**config.mk**
```make
export PLATFORM = sky130hd
export DESIGN_NAME = fp_display_sel
export DESIGN_NICKNAME = d
export VERILOG_FILES = /design/src/rtl/fp_display_sel.sv
export SDC_FILE = /design/constraint.sdc
export NUM_CORES = 1
export LEC_CHECK = 0
export ABC_CLOCK_PERIOD_IN_PS = 4200
export CAP_MARGIN = 20
export CORE_ASPECT_RATIO = 2
export CORE_MARGIN = 5
export CORE_UTILIZATION = 45
export DETAILED_ROUTE_END_ITERATION = 10
export MAX_ROUTING_LAYER = met4
export PLACE_DENSITY = 0.78
export SKIP_LAST_GASP = 1
export SYNTH_ARGS = -nofsm -noshare
export SYNTH_HDL_FRONTEND = slang
export SYNTH_SLANG_ARGS = --single-unit
```
**constraint.sdc**
```tcl
create_clock -name clk -period 4.2 [get_ports clk]
set_clock_uncertainty 0.05 [all_clocks]
set_input_delay 0.63 -clock clk [delete_from_list [all_inputs] [get_ports clk]]
set_output_delay 0.63 -clock clk [all_outputs]
set_load 0.1 [all_outputs]
```
**src/rtl/fp_display_sel.sv**
```systemverilog
// Front-panel display selector.
// Picks one of NCH W-bit channels for the panel data lamps, drives the
// one-hot channel indicator LEDs and the RUN lamp. The channel index is
// stepped manually (sel_up/sel_dn, wrapping both ways) or advanced by an
// auto-scan timer with a programmable dwell. Freeze holds the displayed
// data while the index keeps following manual steps. All outputs are registered.
module fp_display_sel #(
    parameter int W     = 12,
    parameter int NCH   = 6,
    parameter int DWELL = 1000000
) (
    input  logic                                  clk,
    input  logic                                  reset,
    input  logic [NCH*W-1:0]                      din,
    input  logic                                  sel_up,
    input  logic                                  sel_dn,
    input  logic                                  scan_en,
    input  logic                                  freeze,
    input  logic                                  run_ff,
    input  logic                                  sw_active,
    output logic [W-1:0]                          dout,
    output logic [((NCH > 2) ? $clog2(NCH) : 1)-1:0] dsel,
    output logic [NCH-1:0]                        dsel_led,
    output logic                                  run_led,
    output logic                                  scan_tick
);

    localparam int SELW = (NCH > 2) ? $clog2(NCH) : 1;
    localparam int CW   = (DWELL > 2) ? $clog2(DWELL) : 1;

    localparam logic [SELW-1:0] IDX_LAST = SELW'(NCH - 1);
    localparam logic [CW-1:0]   CNT_LAST = CW'(DWELL - 1);

    // Registered state
    logic [SELW-1:0] idx_q, idx_d;
    logic [NCH-1:0]  led_q, led_d;
    logic [W-1:0]    dout_q, dout_d;
    logic [CW-1:0]   cnt_q, cnt_d;
    logic            tick_q, tick_d;
    logic            run_q, run_d;

    // Decoded controls
    logic            up_only;
    logic            dn_only;
    logic            both_sel;
    logic            term_cnt;
    logic [SELW-1:0] idx_inc;
    logic [SELW-1:0] idx_dec;
    logic [W-1:0]    chan_data;

    // Step decode, terminal count and wrapped neighbour indices
    always_comb begin
        up_only  = sel_up & ~sel_dn;
        dn_only  = sel_dn & ~sel_up;
        both_sel = sel_up & sel_dn;
        term_cnt = scan_en & ~freeze & (cnt_q == CNT_LAST);
        // Explicit wrap compares keep the index below NCH even when NCH is
        // not a power of two.
        idx_inc  = (idx_q == IDX_LAST) ? '0 : idx_q + SELW'(1);
        idx_dec  = (idx_q == '0) ? IDX_LAST : idx_q - SELW'(1);
    end

    // Dwell counter next state: manual steps restart the dwell, freeze pauses it
    always_comb begin
        // NOTE: every combinationally assigned signal gets a default first so
        // no path through the block leaves it unassigned (which would infer a latch).
        cnt_d = cnt_q;
        if (!scan_en) begin
            cnt_d = '0;
        end else if (up_only || dn_only) begin
            cnt_d = '0;
        end else if (freeze || both_sel) begin
            cnt_d = cnt_q;
        end else if (term_cnt) begin
            cnt_d = '0;
        end else begin
            cnt_d = cnt_q + CW'(1);
        end
    end

    // Next index in priority order: both steps, up, down, scan advance, hold
    always_comb begin
        idx_d  = idx_q;
        tick_d = 1'b0;
        if (both_sel) begin
            idx_d = idx_q;
        end else if (up_only) begin
            idx_d = idx_inc;
        end else if (dn_only) begin
            idx_d = idx_dec;
        end else if (term_cnt) begin
            idx_d  = idx_inc;
            tick_d = 1'b1;
        end
    end

    // Channel mux and one-hot decode, both driven by the next index so the
    // data and indicators change on the same edge as dsel
    always_comb begin
        chan_data = '0;
        led_d     = '0;
        for (int k = 0; k < NCH; k++) begin
            if (idx_d == SELW'(k)) begin
                chan_data = din[k*W +: W];
                led_d[k]  = 1'b1;
            end
        end
        dout_d = freeze ? dout_q : chan_data;
        run_d  = run_ff ^ sw_active;
    end

    // State and output registers with asynchronous reset
    always_ff @(posedge clk or posedge reset) begin
        if (reset) begin
            idx_q  <= '0;
            led_q  <= NCH'(1);
            dout_q <= '0;
            cnt_q  <= '0;
            tick_q <= 1'b0;
            run_q  <= 1'b0;
        end else begin
            // NOTE: sequential state uses non-blocking assignments so every
            // register samples the pre-edge values regardless of statement order.
            idx_q  <= idx_d;
            led_q  <= led_d;
            dout_q <= dout_d;
            cnt_q  <= cnt_d;
            tick_q <= tick_d;
            run_q  <= run_d;
        end
    end

    assign dsel      = idx_q;
    assign dsel_led  = led_q;
    assign dout      = dout_q;
    assign run_led   = run_q;
    assign scan_tick = tick_q;

endmodule

```
==> run_results.csv <==
group,metric,value,unit
synth,ys_async_sr_fraction,1.00,
floorplan,initial_utilization,0.459,
clock_tree,h-tree-depth,2,
synth,yosysSeqAreaShare,0.285,
floorplan,die_area,10400,um2
critical_path,crit_path_max_incr_delay,0.60,ns
synth,ys_ff_latch,43,
clock_tree,insertion_delay,0.29,ns
synth,avgSynthCellArea,8.53,um2
synth,synth.distinct_cells,63,
critical_path,cp.required,4.36,ns
placement,dpl.hpwl,9.06,mm
clock_tree,cts_resized,0,
critical_path,path_cells,"ha_1, or4b_1, or4_4, or2_0, o211ai_4, inv_4, nor2_4, o311ai_0, a31oi_1",
synth,synth_edf_count,0,
timing,worst-slew-pin-transition,0.983,ns
critical_path,crit_type,"register to register",
clock_tree,clk_path_buf_depth,2,
placement,buffer_ports.inserted,102,
clock_tree,path_clk_slew,0.06,ns
timing,fin_tns_setup,0,ns
detailed_routing,wire_per_inst,19.2,um
power_and_ir_drop,ir_drop,253,uV
finish,drive_above_1_share,0.118,
grt,antenna_found_initial,0,
timing,max_freq,0.282,GHz
grt,grt_pass1_vias,3887,
synth,yosys.cell_count.top_type,"a21oi_1",
synth,synth_area_leaders,"dfrtp_1 (28%), a21oi_1 (5.7%), a22oi_1 (4.8%), nor3b_1 (3.8%), a22o_1 (3.7%)",
detailed_routing,drc_errors,0,
critical_path,end_kind,"register",
clock_tree,root_buffer,"clkbuf_16",
detailed_routing,vias,3990,
clock_tree,cts_sinks,43,
clock_tree,cts_tree,"done",
synth,syn_inst,443,
floorplan,fp.dieW,74.8,um
synth,syn_area,3780,um2
synth,synth_nets,527,
critical_path,worstSetupStartpointType,"register",
clock_tree,cts_setup_buffers,0,
finish,area.growth.synth_to_final,31.9,%
finish,num-nets-final,607,
critical_path,cp_slowest_cell,"or4_4",
synth,yosysTopAreaCellShare,0.278,
critical_path,arrival,3.70,ns
grt,grt_usage,0.238,
floorplan,num_rows,47,
power_and_ir_drop,p_per_area,588,nW/um2
timing,maxSlewHeadroom,0.343,
detailed_routing,viasPerCell,6.41,
timing,maxSlewViolCount,0,
flow_run,max_cap_violations,0,
power_and_ir_drop,p_clk_frac,0.154,
timing,final-hold-violation-count,0,
grt,grt_max_degree,50,
critical_path,r2r_cells,9,
run_status,status,"completed",
synth,yosysTopAreaCell,"dfrtp_1",
critical_path,reg2reg_slack,0.66,ns
timing,finalCritPeriodShare,0.843,
synth,ys.flop_type,"dfrtp_1",
synth,yosys_warnings,0,
detailed_routing,drt-pass1-iter-count,7,
min_path,worstHoldPathType,"register to register",
placement,place.gp.congestion,1.01,
timing,finalWorstSetupSlack,0.660,ns
synth,yosys-top-cells-count,"a21oi_1 (43), dfrtp_1 (42), nor2_1 (36), a22oi_1 (24), clkbuf_1 (24)",
detailed_routing,antenna_left,0,
floorplan,ioPinCount,103,
power_and_ir_drop,total_leakage_power,0.00183,uW
grt,grt_pass1_wl,19.0,mm
clock_tree,postCtsHoldBufs,0,
power_and_ir_drop,switching_share,0.523,
critical_path,crit_path_start,"cnt_q[0]",
power_and_ir_drop,p_int,1400,uW
power_and_ir_drop,combPwrFrac,0.644,
grt,overflow,0,
finish,antenna_cells,0,
timing,fin_crit,3.54,ns
power_and_ir_drop,p_seq_frac,0.203,
floorplan,coreArea,8230,um2
min_path,whs_path_depth,2,
power_and_ir_drop,finalPower,2930,uW
critical_path,r2r-start,"cnt_q[0]",
placement,post-place-ws,0.382,ns
finish,final_core_util,0.605,
detailed_routing,drt_wl_total,11.9,mm
power_and_ir_drop,p_sw,1530,uW
timing,rsz0062_at_grt,"false",
critical_path,crit_fanout,21,
detailed_routing,first_iter_violations,409,
floorplan,die_h,140,um
clock_tree,numCtsBuffers,5,
timing,setup_viol,0,
critical_path,crit_end,"dout[10]",
critical_path,r2r_end,"dout[10]",
[worst min path at each step]
stage	startpoint	end	slack, ns
6_report	dout[0]	dout[0]	0.52
3_3_place_gp	dout[0]	dout[0]	0.49
3_5_place_dp	cnt_q[16]	cnt_q[16]	0.51
5_1_grt	dout[1]	dout[1]	0.54
4_1_cts	cnt_q[11]	cnt_q[11]	0.53
2_1_floorplan	cnt_q[6]	cnt_q[6]	0.47
[critical path, delay by kind of cell (launching register included)]
family / cells / cell delay [ns]
adders and majority gates: 1 / 0.22
and+or+nand+nor: 4 / 1.67
DFF: 1 / 0.42
AOI/OAI and AO/OA: 3 / 0.97
buffers and inverters: 1 / 0.12
[stage by stage]
stage,cell area [um2],cells,hold WS (ns)
after detailed placement,4820,614,0.514
final,4980,622,0.521
after global placement,4820,614,0.492
after floorplan,3780,443,0.468
after CTS,4980,622,0.526
after global routing,4980,622,0.540
[power groups by stage]
| stage | combinational (uW) | clock [uW] | sequential, uW |
|---|---|---|---|
| floorplan | 802 | 0 | 1230 |
| global placement | 1850 | 0 | 598 |
| detailed placement | 1880 | 0 | 603 |
| CTS | 1880 | 463 | 595 |
| global route | 1990 | 479 | 607 |
| finish | 1890 | 451 | 594 |
[final cells by class]
| class | count | area (um2) |
|---|---|---|
| Fill cell | 739 | 3250 |
| Clock buffer | 6 | 129 |
| Tap cell | 98 | 123 |
| Inverter | 8 | 32.5 |
| Timing Repair Buffer | 113 | 1100 |
| Multi-Input combinational cell | 352 | 2480 |
| Sequential cell | 43 | 1080 |
| Clock inverter | 2 | 37.5 |
[placed cells by master, fill, tap and decap left out, types with 4 or more instances in the layout]
cell,Yosys,layout
clkdlybuf4s50_1,0,102
a211oi_1,9,9
o2bb2ai_1,9,9
nand2_1,23,23
o31a_1,7,7
or3_1,10,10
buf_4,1,11
nor2_1,36,36
a22oi_1,24,24
mux2_2,9,9
o21ai_0,22,22
o22ai_2,10,10
ha_1,4,4
a22o_1,16,16
o21ai_1,5,5
clkbuf_16,0,5
dfrtp_1,42,41
a21oi_2,6,6
nor3b_1,19,19
a21oi_1,43,43
a221oi_1,12,12
nand3_1,8,8
xor2_1,10,10
inv_1,6,5
and3_1,5,5
nor3_1,5,5
o21bai_1,4,4
a221o_1,9,9
[metal layers]
| layer | global-route usage | vias up | wire [um] |
|---|---|---|---|
| met5 | - | - | 0 |
| met4 | 0.105 | 0 | 512 |
| met3 | 0.0426 | 48 | 742 |
| met2 | 0.414 | 177 | 6550 |
| met1 | 0.251 | 1890 | 4120 |
| li1 | - | 1875 | - |
[cell families after synthesis]
logic type / after synthesis / synth area share
adders and majority gates: 4 / 0.0132
AOI/OAI and AO/OA: 200 / 0.401
and+or+nand+nor: 126 / 0.183
DFF: 43 / 0.285
xor gates and xnor gates: 13 / 0.0301
muxes: 9 / 0.0268
buffers and inverters: 48 / 0.0609
[registers in the layout, indices dropped and copies added (netlist names)]
register and count:
run_led 1, scan_tick 1, dout 12, dsel_led 6, dsel 3, cnt_q 20
No activity file was read; power rests on OpenSTA's default activity.
